$ cat src/rtl/trap_ctrl_pkg.sv
// Shared CSR addresses, mstatus bit positions and the captured-request record for trap_ctrl.
package trap_ctrl_pkg;

  localparam logic [11:0] CSR_MSTATUS = 12'h300;
  localparam logic [11:0] CSR_MEPC    = 12'h341;
  localparam logic [11:0] CSR_MCAUSE  = 12'h342;

  localparam int MSTATUS_MIE    = 3;
  localparam int MSTATUS_MPIE   = 7;
  localparam int MSTATUS_MPP_HI = 12;
  localparam int MSTATUS_MPP_LO = 11;

  // target holds the handler address for a trap, the saved mepc for an mret
  typedef struct packed {
    logic        is_int;
    logic [3:0]  code;
    logic [31:0] pc;
    logic [31:0] target;
    logic [31:0] mstatus;
  } trap_cap_t;

endpackage

$ cat src/rtl/trap_ctrl_if.sv
// Bundle between trap unit / CSR file / fetch and trap_ctrl; slave is the sequencer side.
interface trap_ctrl_if;

  logic        MEM_WAIT;
  logic        TRAP_EN;
  logic        TRAP_IS_INT;
  logic [3:0]  TRAP_CODE;
  logic [31:0] TRAP_PC;
  logic [31:0] TRAP_JMP_TO;
  logic        MRET_EN;
  logic [31:0] MEPC;
  logic [31:0] MSTATUS;
  logic        INT_ALLOW;
  logic        BUSY;
  logic        FLUSH;
  logic        CSR_WREN;
  logic [11:0] CSR_WADDR;
  logic [31:0] CSR_WDATA;
  logic        JMP_DO;
  logic [31:0] JMP_PC;

  modport master (
    output MEM_WAIT, TRAP_EN, TRAP_IS_INT, TRAP_CODE, TRAP_PC, TRAP_JMP_TO,
           MRET_EN, MEPC, MSTATUS,
    input  INT_ALLOW, BUSY, FLUSH, CSR_WREN, CSR_WADDR, CSR_WDATA, JMP_DO, JMP_PC
  );

  modport slave (
    input  MEM_WAIT, TRAP_EN, TRAP_IS_INT, TRAP_CODE, TRAP_PC, TRAP_JMP_TO,
           MRET_EN, MEPC, MSTATUS,
    output INT_ALLOW, BUSY, FLUSH, CSR_WREN, CSR_WADDR, CSR_WDATA, JMP_DO, JMP_PC
  );

endinterface

$ cat src/rtl/trap_ctrl.sv
// Trap/mret sequencer: flush, one CSR write per cycle, then a single redirect.
// Trap reaches JMP_DO 4 cycles after accept, mret 2; MEM_WAIT holds state and suppresses strobes.
module trap_ctrl
  import trap_ctrl_pkg::*;
(
  input  logic           CLK,
  input  logic           RST,
  trap_ctrl_if.slave     bus
);

  localparam logic [2:0] ST_IDLE      = 3'd0;
  localparam logic [2:0] ST_T_MEPC    = 3'd1;
  localparam logic [2:0] ST_T_MCAUSE  = 3'd2;
  localparam logic [2:0] ST_T_MSTATUS = 3'd3;
  localparam logic [2:0] ST_M_MSTATUS = 3'd4;
  localparam logic [2:0] ST_JUMP      = 3'd5;

  typedef enum logic [2:0] {
    IDLE      = ST_IDLE,
    T_MEPC    = ST_T_MEPC,
    T_MCAUSE  = ST_T_MCAUSE,
    T_MSTATUS = ST_T_MSTATUS,
    M_MSTATUS = ST_M_MSTATUS,
    JUMP      = ST_JUMP
  } state_t;

  function automatic logic [31:0] trap_mstatus(input logic [31:0] m);
    logic [31:0] s;
    s                                 = m;
    s[MSTATUS_MPIE]                   = m[MSTATUS_MIE];
    s[MSTATUS_MIE]                    = 1'b0;
    s[MSTATUS_MPP_HI:MSTATUS_MPP_LO]  = 2'b11;
    return s;
  endfunction

  function automatic logic [31:0] mret_mstatus(input logic [31:0] m);
    logic [31:0] s;
    s                                 = m;
    s[MSTATUS_MIE]                    = m[MSTATUS_MPIE];
    s[MSTATUS_MPIE]                   = 1'b1;
    s[MSTATUS_MPP_HI:MSTATUS_MPP_LO]  = 2'b11;
    return s;
  endfunction

  state_t    state;
  state_t    state_nxt;
  trap_cap_t cap;
  logic      acc_trap;
  logic      acc_mret;
  // FLUSH comes from a register so a stall in the first state cannot repeat it
  logic      flush_q;

  always_ff @(posedge CLK) begin
    if (RST) begin
      state   <= IDLE;
      cap     <= '0;
      flush_q <= 1'b0;
    end else begin
      state   <= state_nxt;
      flush_q <= acc_trap | acc_mret;
      if (acc_trap) begin
        cap.is_int  <= bus.TRAP_IS_INT;
        cap.code    <= bus.TRAP_CODE;
        cap.pc      <= bus.TRAP_PC;
        cap.target  <= bus.TRAP_JMP_TO;
        cap.mstatus <= bus.MSTATUS;
      end else if (acc_mret) begin
        cap.target  <= bus.MEPC;
        cap.mstatus <= bus.MSTATUS;
      end
    end
  end

  always_comb begin
    state_nxt     = state;
    acc_trap      = 1'b0;
    acc_mret      = 1'b0;
    bus.CSR_WREN  = 1'b0;
    bus.CSR_WADDR = '0;
    bus.CSR_WDATA = '0;
    bus.JMP_DO    = 1'b0;
    bus.JMP_PC    = '0;
    unique case (state)
      IDLE: begin
        if (!bus.MEM_WAIT) begin
          if (bus.TRAP_EN) begin
            acc_trap  = 1'b1;
            state_nxt = T_MEPC;
          end else if (bus.MRET_EN) begin
            acc_mret  = 1'b1;
            state_nxt = M_MSTATUS;
          end
        end
      end
      T_MEPC: begin
        if (!bus.MEM_WAIT) begin
          bus.CSR_WREN  = 1'b1;
          bus.CSR_WADDR = CSR_MEPC;
          bus.CSR_WDATA = cap.pc & ~32'h3;
          state_nxt     = T_MCAUSE;
        end
      end
      T_MCAUSE: begin
        if (!bus.MEM_WAIT) begin
          bus.CSR_WREN  = 1'b1;
          bus.CSR_WADDR = CSR_MCAUSE;
          bus.CSR_WDATA = {cap.is_int, 27'b0, cap.code};
          state_nxt     = T_MSTATUS;
        end
      end
      T_MSTATUS: begin
        if (!bus.MEM_WAIT) begin
          bus.CSR_WREN  = 1'b1;
          bus.CSR_WADDR = CSR_MSTATUS;
          bus.CSR_WDATA = trap_mstatus(cap.mstatus);
          state_nxt     = JUMP;
        end
      end
      M_MSTATUS: begin
        if (!bus.MEM_WAIT) begin
          bus.CSR_WREN  = 1'b1;
          bus.CSR_WADDR = CSR_MSTATUS;
          bus.CSR_WDATA = mret_mstatus(cap.mstatus);
          state_nxt     = JUMP;
        end
      end
      JUMP: begin
        if (!bus.MEM_WAIT) begin
          bus.JMP_DO = 1'b1;
          bus.JMP_PC = cap.target;
          state_nxt  = IDLE;
        end
      end
      default: state_nxt = IDLE;
    endcase
  end

  assign bus.FLUSH     = flush_q;
  assign bus.BUSY      = (state != IDLE);
  assign bus.INT_ALLOW = (state == IDLE) && bus.MSTATUS[MSTATUS_MIE];

endmodule

$ cat src/flat_wrapper.sv
// flat-port wrapper written by rule: the top's interface ports become plain ports
module trap_ctrl_flat import trap_ctrl_pkg::*;
  (CLK, RST, bus_MEM_WAIT, bus_TRAP_EN, bus_TRAP_IS_INT, bus_TRAP_CODE, bus_TRAP_PC, bus_TRAP_JMP_TO, bus_MRET_EN, bus_MEPC, bus_MSTATUS, bus_INT_ALLOW, bus_BUSY, bus_FLUSH, bus_CSR_WREN, bus_CSR_WADDR, bus_CSR_WDATA, bus_JMP_DO, bus_JMP_PC);
  trap_ctrl_if bus_i ();
  input  logic CLK;
  input  logic RST;
  input wire logic [$bits(bus_i.MEM_WAIT)-1:0] bus_MEM_WAIT;
  input wire logic [$bits(bus_i.TRAP_EN)-1:0] bus_TRAP_EN;
  input wire logic [$bits(bus_i.TRAP_IS_INT)-1:0] bus_TRAP_IS_INT;
  input wire logic [$bits(bus_i.TRAP_CODE)-1:0] bus_TRAP_CODE;
  input wire logic [$bits(bus_i.TRAP_PC)-1:0] bus_TRAP_PC;
  input wire logic [$bits(bus_i.TRAP_JMP_TO)-1:0] bus_TRAP_JMP_TO;
  input wire logic [$bits(bus_i.MRET_EN)-1:0] bus_MRET_EN;
  input wire logic [$bits(bus_i.MEPC)-1:0] bus_MEPC;
  input wire logic [$bits(bus_i.MSTATUS)-1:0] bus_MSTATUS;
  output wire logic [$bits(bus_i.INT_ALLOW)-1:0] bus_INT_ALLOW;
  output wire logic [$bits(bus_i.BUSY)-1:0] bus_BUSY;
  output wire logic [$bits(bus_i.FLUSH)-1:0] bus_FLUSH;
  output wire logic [$bits(bus_i.CSR_WREN)-1:0] bus_CSR_WREN;
  output wire logic [$bits(bus_i.CSR_WADDR)-1:0] bus_CSR_WADDR;
  output wire logic [$bits(bus_i.CSR_WDATA)-1:0] bus_CSR_WDATA;
  output wire logic [$bits(bus_i.JMP_DO)-1:0] bus_JMP_DO;
  output wire logic [$bits(bus_i.JMP_PC)-1:0] bus_JMP_PC;
  assign bus_i.MEM_WAIT = bus_MEM_WAIT;
  assign bus_i.TRAP_EN = bus_TRAP_EN;
  assign bus_i.TRAP_IS_INT = bus_TRAP_IS_INT;
  assign bus_i.TRAP_CODE = bus_TRAP_CODE;
  assign bus_i.TRAP_PC = bus_TRAP_PC;
  assign bus_i.TRAP_JMP_TO = bus_TRAP_JMP_TO;
  assign bus_i.MRET_EN = bus_MRET_EN;
  assign bus_i.MEPC = bus_MEPC;
  assign bus_i.MSTATUS = bus_MSTATUS;
  assign bus_INT_ALLOW = bus_i.INT_ALLOW;
  assign bus_BUSY = bus_i.BUSY;
  assign bus_FLUSH = bus_i.FLUSH;
  assign bus_CSR_WREN = bus_i.CSR_WREN;
  assign bus_CSR_WADDR = bus_i.CSR_WADDR;
  assign bus_CSR_WDATA = bus_i.CSR_WDATA;
  assign bus_JMP_DO = bus_i.JMP_DO;
  assign bus_JMP_PC = bus_i.JMP_PC;
  trap_ctrl u_core (.CLK(CLK), .RST(RST), .bus(bus_i));
endmodule
$ cat config.mk
export PLATFORM = sky130hd
export DESIGN_NAME = trap_ctrl_flat
export DESIGN_NICKNAME = d
export VERILOG_FILES = /design/src/rtl/trap_ctrl_pkg.sv /design/src/rtl/trap_ctrl_if.sv /design/src/rtl/trap_ctrl.sv /design/src/flat_wrapper.sv
export SDC_FILE = /design/constraint.sdc
export NUM_CORES = 1
export LEC_CHECK = 0
export BUFFER_PORTS_ARGS = -buffer_cell sky130_fd_sc_hd__buf_2
export CORE_MARGIN = 4
export CORE_UTILIZATION = 47
export CTS_BUF_LIST = sky130_fd_sc_hd__clkbuf_4 sky130_fd_sc_hd__clkbuf_8 sky130_fd_sc_hd__clkbuf_16
export CTS_CLUSTER_SIZE = 12
export DETAILED_ROUTE_END_ITERATION = 10
export GPL_TIMING_DRIVEN = 1
export PLACE_DENSITY_LB_ADDON = 0.2
export SYNTH_ARGS = -nofsm -noshare
export SYNTH_HDL_FRONTEND = slang
export SYNTH_SLANG_ARGS = --single-unit
$ cat constraint.sdc
create_clock -name CLK -period 1.7 [get_ports CLK]
set_input_delay 0 -clock CLK [delete_from_list [all_inputs] [get_ports CLK]]
set_output_delay 0 -clock CLK [all_outputs]
set_load 0.01 [all_outputs]
==> insert_results.sql, run 1 <==
INSERT INTO impl_metrics (metric_group, metric, value, unit) VALUES
('clocking', 'level_count_of_the_clock_h_tree', '3', ''),
('clocking', 'buffers_from_clock_root_to_sink_at_most', '2', ''),
('finish', 'num_antenna_cells', '0', ''),
('clocking', 'cts.sinks', '101', ''),
('placement', 'port_buffers', '207', ''),
('logic_synthesis', 'syn_area_cell', '7.38', 'um^2'),
('sta', 'final_setup_vio_count', '166', ''),
('critical_path', 'cp_max_fo', '8', ''),
('floorplanning', 'num_io_pins', '219', ''),
('logic_synthesis', 'number_of_flip_flops_and_latches_in_the_synthesized_netlist', '101', ''),
('logic_synthesis', 'synth.yosys.seq_area_share', '0.435', ''),
('clocking', 'clock-root-buffer', 'clkbuf_8', ''),
('floorplanning', 'dieWidth', '107', 'um'),
('placement', 'hpwlAfterDp', '9610', 'um'),
('pwr', 'seqPwrFrac', '0.440', ''),
('floorplanning', 'fp.dieH', '107', 'um'),
('sta', 'layout_worst_path_cycle_share', '1.20', ''),
('global_routing', 'grt_antenna_before_repair', '0', ''),
('pwr', 'power_per_cell_area', '722', 'nW/um^2'),
('floorplanning', 'floorplan.core_area', '9680', 'um^2'),
('hold_path', 'min-delay-start', 'bus_MEPC[5]', ''),
('flow_run', 'drv_cap', '0', ''),
('routing', 'dr.first_iter.drc_count', '609', ''),
('logic_synthesis', 'yosys_warnings', '0', ''),
('pwr', 'proportion_of_total_power_due_to_net_switching', '0.302', ''),
('pwr', 'net-switching-power', '1.82', 'mW'),
('sta', 'final-hold-violation-count', '0', ''),
('logic_synthesis', 'netlist_area', '4650', 'um^2'),
('global_routing', 'overflow', '0', ''),
('routing', 'wl_per_cell', '19.0', 'um'),
('pwr', 'total_leakage_power', '3.62', 'nW'),
('run_status', 'failed_checks', 'setup timing', ''),
('global_routing', 'grt_start_max_net_pins', '50', ''),
('routing', 'via_per_inst', '5.73', ''),
('logic_synthesis', 'synth.lib_cells_used.distinct', '34', ''),
('run_status', 'outcome', 'finished, violations left', ''),
('finish', 'final_layout_size_suffix_gt1_frac', '0.425', ''),
('logic_synthesis', 'synth_area_leaders', 'dfxtp_1, a21oi_1, nand2_1', ''),
('clocking', 'insertion_delay', '0.37', 'ns'),
('placement', 'detailed_place.area', '5880', 'um^2'),
('finish', 'synthToLayoutAreaGrowth', '79.1', '%'),
('critical_path', 'r2r.worst_path.cells', '7', ''),
('routing', 'route.vias.total', '6191', ''),
('routing', 'drt_pre_antenna_iters', '7', ''),
('critical_path', 'critical_path.reg2reg.endpoint', 'u_core.cap[50]$_SDFFE_PP0P_', ''),
('floorplanning', 'dieArea', '11500', 'um^2'),
('global_routing', 'global_route.usage.total', '0.296', ''),
('clocking', 'clk_transition_reported_paths', '0.10', 'ns'),
('routing', 'detail-route-antenna-nets', '0', ''),
('clocking', 'cts_tree', 'yes', ''),
('critical_path', 'startpoint_to_endpoint_class_of_the_critical_path', 'reg2out', ''),
('floorplanning', 'rows', '36', ''),
('critical_path', 'worstPathRequired', '1.70', 'ns'),
('floorplanning', 'initial_cell_density_of_the_core', '0.480', ''),
('critical_path', 'crit_arrival', '2.03', 'ns'),
('pwr', 'cellInternalPower', '4.19', 'mW'),
('logic_synthesis', 'synth_edf_count', '0', ''),
('hold_path', 'min_path_type', 'in2reg', ''),
('logic_synthesis', 'synthArstFlopShare', '0', ''),
('sta', 'timing.final.ws_setup', '-0.334', 'ns'),
('hold_path', 'holdPathEnd', 'u_core.cap[37]$_SDFFE_PP0P_', ''),
('sta', 'finalCriticalPeriod', '2.03', 'ns'),
('logic_synthesis', 'netlist.area_leader.share', '0.435', ''),
('hold_path', 'worstHoldPathCells', '5', ''),
('logic_synthesis', 'syn-instance-count', '630', ''),
('sta', 'fin_worst_skew', '0.0136', 'ns'),
('sta', 'hold-worst-slack', '0.0553', 'ns'),
('critical_path', 'reg2reg_from', 'u_core.state[2]$_SDFFE_PP0P_', ''),
('logic_synthesis', 'synth.largest_area_cell', 'dfxtp_1', ''),
('finish', 'finish.utilization', '0.859', ''),
('routing', 'routed_wirelength', '20500', 'um');
[layout by cell type (no fill, tap or decap), types with 8 or more instances in the layout]
cell type,count
nand2_4,8
buf_6,50
buf_4,21
clkbuf_8,10
nor2_1,12
dfxtp_1,98
a22o_1,26
a21oi_2,19
nor2_4,23
nand2_1,151
and2_4,31
buf_12,11
o21ai_2,16
a21oi_1,116
dlygate4sd3_1,97
buf_2,169
o21ai_1,16
[cells by family after synthesis]
kind of cell | Yosys count | synth area share
flops | 101 | 0.435
xor+xnor | 2 | 0.00377
compound gates | 204 | 0.247
buf+inv | 67 | 0.0762
mux | 1 | 0.00242
other cells | 1 | 0.000807
simple gates | 254 | 0.235
[per-stage QoR]
step           total power, mW  std cells  setup TNS, ns
6_report                  6.01       1081         -22.87
4_1_cts                   5.62       1070          -9.45
3_3_place_gp              3.66        939              0
3_5_place_dp              3.69        939              0
5_1_grt                   6.23       1081         -32.26
2_1_floorplan             3.28        636              0
[worst max-delay path, stage by stage, from the launching register on]
cell	delay, ns
dfxtp_2	0.36
buf_6	0.12
or3b_4	0.40
a21oi_4	0.23
buf_12	0.15
buf_16	0.13
a22o_1	0.14
buf_2	0.14
[metal layers]
metal  share of wire  vias to the layer above  GRT usage
li1                -                     2719          -
met1            0.35                     2837      0.322
met2            0.49                      501      0.537
met3           0.093                      134     0.0618
met4           0.060                        0      0.157
met5               0                        -          0
[synth_stat cells (6+ instances only)]
library cell    n
a21oi_1       136
o21ai_1        11
clkbuf_1       35
nor3_1          6
and2_1         33
buf_2          13
o21ai_0        23
buf_4           9
nor2_1         39
buf_6           7
dfxtp_1       101
a22o_1         26
nand2_1       166
[worst max path at each step]
stage,startpoint,end,slack [ns],cells past startpoint
after floorplan,u_core.state[2]$_SDFFE_PP0P_,bus_CSR_WDATA[2],0.14,4
after global placement,u_core.state[2]$_SDFFE_PP0P_,u_core.cap[58]$_SDFFE_PP0P_,0.09,5
after detailed placement,u_core.state[2]$_SDFFE_PP0P_,u_core.cap[62]$_SDFFE_PP0P_,0.05,5
after CTS,u_core.state[0]$_SDFFE_PP0P_,bus_CSR_WDATA[19],-0.26,7
after global routing,u_core.state[2]$_SDFFE_PP0P_,bus_CSR_WDATA[29],-0.39,7
final,u_core.state[2]$_SDFFE_PP0P_,bus_CSR_WDATA[6],-0.33,7
[flip-flops by register name, summed over array words and instances (netlist names)]
signal	count
u_core.bus.FLUSH	1
u_core.state	3
u_core.cap	97
[area by class of cell]
class | count | area (um^2) | area share
Clock inverter | 6 | 86.3 | 0.0104
Tap cell | 133 | 166 | 0.0200
Clock buffer | 10 | 138 | 0.0165
Inverter | 3 | 13.8 | 0.00165
Timing Repair Buffer | 360 | 3060 | 0.368
Multi-Input combinational cell | 468 | 2830 | 0.340
Sequential cell | 101 | 2030 | 0.243
[repair_timing]
action	4_1_cts	5_1_grt
hold buffers	97	0
setup endpoints to repair	68	125
pin swaps	6	89
endpoints found under the hold margin	97	0
cloned	6	6
resized for setup	53	185
setup buffers	12	6
[power groups by stage]
| stage | Combinational, mW | Clock, mW | Sequential, mW |
|---|---|---|---|
| final | 1.66 | 1.71 | 2.64 |
| after global routing | 1.76 | 1.82 | 2.66 |
| after CTS | 1.27 | 1.72 | 2.63 |
| after detailed placement | 1.01 | 0 | 2.68 |
| after global placement | 0.991 | 0 | 2.67 |
| after floorplan | 0.629 | 0 | 2.65 |
(Power assumes the default switching activity.)
==> run 2, diff against run 1 <==
--- a/config.mk
+++ b/config.mk
@@ -13,6 +13,7 @@
 export DETAILED_ROUTE_END_ITERATION = 10
 export GPL_TIMING_DRIVEN = 1
 export PLACE_DENSITY_LB_ADDON = 0.2
+export SETUP_SLACK_MARGIN = 0.1
 export SYNTH_ARGS = -nofsm -noshare
 export SYNTH_HDL_FRONTEND = slang
 export SYNTH_SLANG_ARGS = --single-unit
==> run 2 against run 1 <==
Against the previous run:
- sequential cell count unchanged
- highest routed layer unchanged
- sequential share of layout area down 0.47 points
- clock-buffer cell count unchanged
- the flow still finishes with violations (setup timing)
- critical endpoint is now bus_CSR_WDATA[15]
==> insert_results.sql, run 2 (synthesis results as in run 1) <==
INSERT INTO impl_metrics (metric_group, metric, value, unit) VALUES
('routing', 'via_per_inst', '5.59', ''),
('sta', 'final_setup_vio_count', '116', ''),
('global_routing', 'grt_start_max_net_pins', '50', ''),
('critical_path', 'timing.critical_path.from_type', 'register', ''),
('global_routing', 'grt_pass1_vias', '6097', ''),
('clocking', 'insertion_delay', '0.36', 'ns'),
('hold_path', 'min_path_type', 'in2reg', ''),
('floorplanning', 'dieArea', '11500', 'um^2'),
('floorplanning', 'rows', '36', ''),
('flow_run', 'drv_cap', '0', ''),
('clocking', 'cts.sinks', '101', ''),
('critical_path', 'worstPathRequired', '1.70', 'ns'),
('routing', 'routed_wirelength', '20600', 'um'),
('critical_path', 'worst_path_max_delay_cell', 'or3b_4', ''),
('clocking', 'cts_made_buffers', '9', ''),
('floorplanning', 'initial_cell_density_of_the_core', '0.480', ''),
('floorplanning', 'num_io_pins', '219', ''),
('clocking', 'clock-root-buffer', 'clkbuf_8', ''),
('critical_path', 'startpoint_to_endpoint_class_of_the_critical_path', 'reg2out', ''),
('sta', 'fin_worst_skew', '0.0134', 'ns'),
('routing', 'drt_pre_antenna_iters', '5', ''),
('routing', 'detail-route-antenna-nets', '0', ''),
('critical_path', 'worstPathCellList', 'buf_6, or3b_4, a21oi_4, buf_4, clkbuf_16, a22o_1, buf_2', ''),
('floorplanning', 'dieWidth', '107', 'um'),
('critical_path', 'max_stage_delay', '0.40', 'ns'),
('placement', 'globalplace.congestion', '0.843', ''),
('placement', 'hpwlAfterDp', '9610', 'um'),
('finish', 'mostFrequentLayoutCell', 'buf_2', ''),
('clocking', 'clk_transition_reported_paths', '0.10', 'ns'),
('finish', 'num_antenna_cells', '0', ''),
('placement', 'detailedPlace.worstSlack', '0.0545', 'ns'),
('global_routing', 'overflow', '0', ''),
('floorplanning', 'floorplan.core_area', '9680', 'um^2'),
('critical_path', 'crit_buf_inv', '4', ''),
('finish', 'num-nets-final', '1095', ''),
('clocking', 'level_count_of_the_clock_h_tree', '3', ''),
('critical_path', 'critical-path-top-delay-family', 'buffers and inverters', ''),
('run_status', 'outcome', 'finished, violations left', ''),
('sta', 'final-hold-violation-count', '0', ''),
('sta', 'layout_worst_path_cycle_share', '1.19', ''),
('sta', 'grt_setup_unrepaired', 'true', ''),
('routing', 'route.vias.total', '6126', ''),
('critical_path', 'cp_max_fo', '7', ''),
('global_routing', 'global_route.usage.total', '0.327', ''),
('global_routing', 'grt_first_pass_wirelength', '29800', 'um'),
('critical_path', 'crit_arrival', '2.03', 'ns'),
('sta', 'fmax', '0.492', 'GHz'),
('pwr', 'max-vdd-ir-drop', '0.000414', 'V'),
('pwr', 'total_leakage_power', '3.71', 'nW'),
('pwr', 'power_per_cell_area', '726', 'nW/um^2'),
('sta', 'maxSlewViolCount', '0', ''),
('sta', 'hold-worst-slack', '0.0417', 'ns'),
('finish', 'layout.cells.most_common_list', 'buf_2, nand2_1, dfxtp_1', ''),
('floorplanning', 'fp.dieH', '107', 'um'),
('routing', 'dr.first_iter.drc_count', '484', ''),
('run_status', 'failed_checks', 'setup timing', ''),
('clocking', 'buffers_from_clock_root_to_sink_at_most', '2', ''),
('sta', 'finalCriticalPeriod', '2.03', 'ns'),
('finish', 'fillers', '470', ''),
('finish', 'largest_register_ffs', '97', ''),
('routing', 'detail_route.drc_violations', '0', ''),
('global_routing', 'grt_antenna_before_repair', '0', ''),
('critical_path', 'crit_path_end_kind', 'primary output', ''),
('clocking', 'cts_tree', 'yes', ''),
('finish', 'synthToLayoutAreaGrowth', '82.6', '%'),
('routing', 'wl_per_cell', '18.8', 'um'),
('finish', 'final_layout_size_suffix_gt1_frac', '0.443', ''),
('sta', 'timing.final.ws_setup', '-0.331', 'ns'),
('placement', 'port_buffers', '207', ''),
('finish', 'largest_register', 'u_core.cap', '');
[run 2: final timing paths]
check | endpoint | cells past startpoint | start | slack, ns
max | bus_CSR_WDATA[15] | 7 | u_core.state[2]$_SDFFE_PP0P_ | -0.33
min reg2reg | u_core.cap[96]$_SDFFE_PP0P_ | 2 | u_core.cap[96]$_SDFFE_PP0P_ | 0.46
max reg2reg | u_core.cap[50]$_SDFFE_PP0P_ | 8 | u_core.state[0]$_SDFFE_PP0P_ | -0.22
min | u_core.cap[57]$_SDFFE_PP0P_ | 5 | bus_MEPC[25] | 0.04
[run 2: power breakdown]
part / total, mW / switching [mW] / internal (mW)
registers: 2.64 / 0.101 / 2.54
clock network: 1.71 / 0.845 / 0.868
logic: 1.80 / 0.929 / 0.874
total: 6.16 / 1.87 / 4.28
[run 2: repair_timing]
item                                    4_1_cts  5_1_grt
endpoints found under the setup margin      132      165
hold buffers                                 97        0
hold endpoints to repair                     97        0
pin swaps                                    16       26
gates resized for setup                     153       88
setup buffers                                19       14
cloned                                       11        1
[run 2: worst register-to-register path: stages, from the launching register on]
cell and delay, ns:
dfxtp_2 0.34, buf_6 0.13, buf_6 0.11, buf_4 0.13, or4b_4 0.56, buf_6 0.17, buf_16 0.15, o21ai_2 0.14
a21oi_1 0.07
[run 2: cell type report]
class / instances / area [um^2] / share of cell area
Clock buffer: 10 / 138 / 0.0162
Clock inverter: 6 / 86.3 / 0.0102
Inverter: 3 / 13.8 / 0.00162
Timing Repair Buffer: 374 / 3130 / 0.369
Multi-Input combinational cell: 468 / 2920 / 0.345
Sequential cell: 101 / 2030 / 0.239
Tap cell: 133 / 166 / 0.0196
[run 2: per-stage QoR]
stage | std cells | utilization | power (mW) | setup TNS (ns) | area, um^2
CTS | 1082 | 0.827 | 5.88 | -11.10 | 8010
global placement | 939 | 0.608 | 3.66 | 0 | 5880
global route | 1095 | 0.876 | 6.39 | -25.93 | 8480
detailed placement | 939 | 0.608 | 3.69 | 0 | 5880
finish | 1095 | 0.876 | 6.16 | -18.69 | 8480
floorplan | 636 | - | 3.28 | 0 | 4670
[run 2: metal layers]
layer,GRT usage,routed length (um),vias to the layer above
met5,0,0,-
met4,0.197,1170,0
met3,0.0648,1710,111
met2,0.574,10400,416
met1,0.364,7340,2844
li1,-,-,2755
==> run 3, diff against run 2 <==
--- a/config.mk
+++ b/config.mk
@@ -11,7 +11,7 @@
 export CTS_BUF_LIST = sky130_fd_sc_hd__clkbuf_4 sky130_fd_sc_hd__clkbuf_8 sky130_fd_sc_hd__clkbuf_16
 export CTS_CLUSTER_SIZE = 12
 export DETAILED_ROUTE_END_ITERATION = 10
-export GPL_TIMING_DRIVEN = 1
+export GPL_TIMING_DRIVEN = 0
 export PLACE_DENSITY_LB_ADDON = 0.2
 export SETUP_SLACK_MARGIN = 0.1
 export SYNTH_ARGS = -nofsm -noshare
==> run 3 against run 2 <==
Against the previous run:
- the flow still finishes with violations (setup timing)
- via count rose by 2.7%
- design area fell by 0.53%
- non-clock buffer count rose by 26
- largest cell class unchanged
- sequential cell count did not move
==> insert_results.sql, run 3 (synthesis results as in run 1) <==
INSERT INTO impl_metrics (metric_group, metric, value, unit) VALUES
('run_status', 'outcome', 'finished, violations left', ''),
('run_status', 'failed_checks', 'setup timing', ''),
('sta', 'final-hold-violation-count', '0', ''),
('routing', 'route.vias.total', '6289', ''),
('routing', 'drt_pre_antenna_iters', '8', ''),
('floorplanning', 'fp.dieH', '107', 'um'),
('finish', 'num-nets-final', '1121', ''),
('floorplanning', 'initial_cell_density_of_the_core', '0.480', ''),
('pwr', 'total_leakage_power', '3.65', 'nW'),
('placement', 'port_buffers', '205', ''),
('global_routing', 'grt_start_max_net_pins', '18', ''),
('clocking', 'insertion_delay', '0.37', 'ns'),
('clocking', 'clock-root-buffer', 'clkbuf_8', ''),
('global_routing', 'grt_pass1_vias', '5864', ''),
('critical_path', 'crit_path_end_kind', 'primary output', ''),
('sta', 'final_setup_vio_count', '137', ''),
('routing', 'detail_route.drc_violations', '0', ''),
('flow_run', 'drv_cap', '0', ''),
('global_routing', 'grt_antenna_before_repair', '1', ''),
('global_routing', 'overflow', '0', ''),
('floorplanning', 'dieArea', '11500', 'um^2'),
('routing', 'wl_per_cell', '19.8', 'um'),
('sta', 'timing_worst_slew_pin_value', '0.717', 'ns'),
('global_routing', 'grt_first_pass_wirelength', '27700', 'um'),
('routing', 'routed_wirelength', '22200', 'um'),
('clocking', 'buffers_from_clock_root_to_sink_at_most', '2', ''),
('clocking', 'cts_made_buffers', '9', ''),
('finish', 'mostFrequentLayoutCell', 'buf_2', ''),
('placement', 'globalplace.congestion', '0.837', ''),
('clocking', 'clk_transition_reported_paths', '0.11', 'ns'),
('sta', 'maxSlewViolCount', '0', ''),
('sta', 'hold-worst-slack', '0.0580', 'ns'),
('critical_path', 'worstPathRequired', '1.70', 'ns'),
('routing', 'dr.first_iter.drc_count', '518', ''),
('pwr', 'max-vdd-ir-drop', '0.000429', 'V'),
('finish', 'largest_register_ffs', '97', ''),
('floorplanning', 'dieWidth', '107', 'um'),
('sta', 'finalCriticalPeriod', '2.02', 'ns'),
('critical_path', 'crit_arrival', '2.02', 'ns'),
('global_routing', 'global_route_met3_usage', '0.0660', ''),
('finish', 'multi_input_area', '2860', 'um^2'),
('global_routing', 'grt_met1_usage', '0.337', ''),
('critical_path', 'cp_max_fo', '10', ''),
('placement', 'hpwlAfterDp', '11300', 'um'),
('clocking', 'cts.sinks', '101', ''),
('sta', 'final.setup.tns', '-20.60', 'ns'),
('global_routing', 'top_usage_layer', 'met2', ''),
('clocking', 'level_count_of_the_clock_h_tree', '3', ''),
('finish', 'largest_register', 'u_core.cap', ''),
('pwr', 'power_per_cell_area', '714', 'nW/um^2'),
('global_routing', 'grtUsageMet2', '0.538', ''),
('finish', 'fillers', '483', ''),
('floorplanning', 'floorplan.core_area', '9680', 'um^2'),
('global_routing', 'global_route.usage.total', '0.300', ''),
('routing', 'via_per_inst', '5.61', ''),
('finish', 'layout.cells.most_common_list', 'buf_2, nand2_1, a21oi_1', ''),
('floorplanning', 'rows', '36', ''),
('hold_path', 'min_path_type', 'in2reg', ''),
('sta', 'layout_worst_path_cycle_share', '1.19', ''),
('finish', 'final_layout_size_suffix_gt1_frac', '0.433', ''),
('sta', 'fin_worst_skew', '0.0134', 'ns'),
('routing', 'detail-route-antenna-nets', '0', ''),
('floorplanning', 'num_io_pins', '219', ''),
('sta', 'timing.slew.headroom', '0.522', ''),
('critical_path', 'timing.critical_path.from_type', 'register', ''),
('sta', 'timing.final.ws_setup', '-0.323', 'ns'),
('clocking', 'cts_tree', 'yes', ''),
('sta', 'fmax', '0.494', 'GHz'),
('finish', 'area_taken_by_flip_flops_and_latches', '2030', 'um^2'),
('finish', 'synthToLayoutAreaGrowth', '81.6', '%'),
('critical_path', 'startpoint_to_endpoint_class_of_the_critical_path', 'reg2out', ''),
('sta', 'grt_setup_unrepaired', 'true', '');
==> run 3: changes by cell type in the layout (fill, tap and decap cells not counted), moves of 13 or more <==
cell      change
clkbuf_1     +23
o21ai_4      -15
nor2_1       -30
o21ai_1      +14
buf_8        +13
nor2_4       +20
==> run 3: what timing repair did <==
item,CTS,global route
setup endpoints to repair,162,164
hold endpoints to repair,97,0
cloned,5,9
resized for setup,108,189
buffers inserted,9,12
pin swaps,29,46
hold buffers,97,0
==> run 3: area by class of cell <==
| type | count | area share |
|---|---|---|
| sequential | 101 | 0.241 |
| clock buffer | 11 | 0.0172 |
| antenna | 1 | 0.000297 |
| buffer | 64 | 0.0663 |
| clock inverter | 5 | 0.00519 |
| inverter | 3 | 0.00133 |
| multi-input combinational | 468 | 0.339 |
| timing repair buffer | 336 | 0.310 |
| tap | 133 | 0.0197 |
==> run 3: per-layer routing <==
layer / vias up / part of all wire
met2: 427 / 0.51
met4: 0 / 0.050
li1: 2809 / -
met5: - / 0
met3: 115 / 0.085
met1: 2938 / 0.35
==> run 3: final timing paths <==
| path | cells after the start | slack [ns] | startpoint | end |
|---|---|---|---|---|
| worst max-delay path | 6 | -0.32 | u_core.state[1]$_SDFFE_PP0P_ | bus_CSR_WDATA[15] |
| worst min-delay path | 5 | 0.06 | bus_MEPC[19] | u_core.cap[51]$_SDFFE_PP0P_ |
| worst max register to register | 9 | -0.25 | u_core.state[1]$_SDFFE_PP0P_ | u_core.cap[2]$_SDFFE_PP0P_ |
| worst min register to register | 2 | 0.46 | u_core.cap[40]$_SDFFE_PP0P_ | u_core.cap[40]$_SDFFE_PP0P_ |
==> run 3: power breakdown <==
part	switching, mW	total (mW)	internal [mW]	leakage, nW
registers	0.110	2.65	2.54	0.828
logic	0.945	1.86	0.912	2.73
clock network	0.909	1.52	0.609	0.0915
total	1.96	6.03	4.06	3.65
==> run 3: metrics by stage <==
| step | utilization | std cells | power [mW] | setup WS, ns | cell area (um^2) |
|---|---|---|---|---|---|
| finish | 0.871 | 1122 | 6.03 | -0.323 | 8440 |
| global route | 0.871 | 1122 | 6.22 | -0.363 | 8440 |
| CTS | 0.772 | 1101 | 5.44 | -0.227 | 7470 |
| detailed placement | 0.605 | 974 | 3.67 | -0.374 | 5860 |
| global placement | 0.605 | 974 | 3.63 | -0.376 | 5860 |
| floorplan | - | 636 | 3.28 | 0.141 | 4670 |
==> run 3: worst max-delay path, cell delays in order (launching register included) <==
cell and delay, ns:
dfxtp_2 0.33, buf_6 0.12, or3b_4 0.43, a21oi_4 0.27
buf_6 0.20, a22o_1 0.17, buf_2 0.14
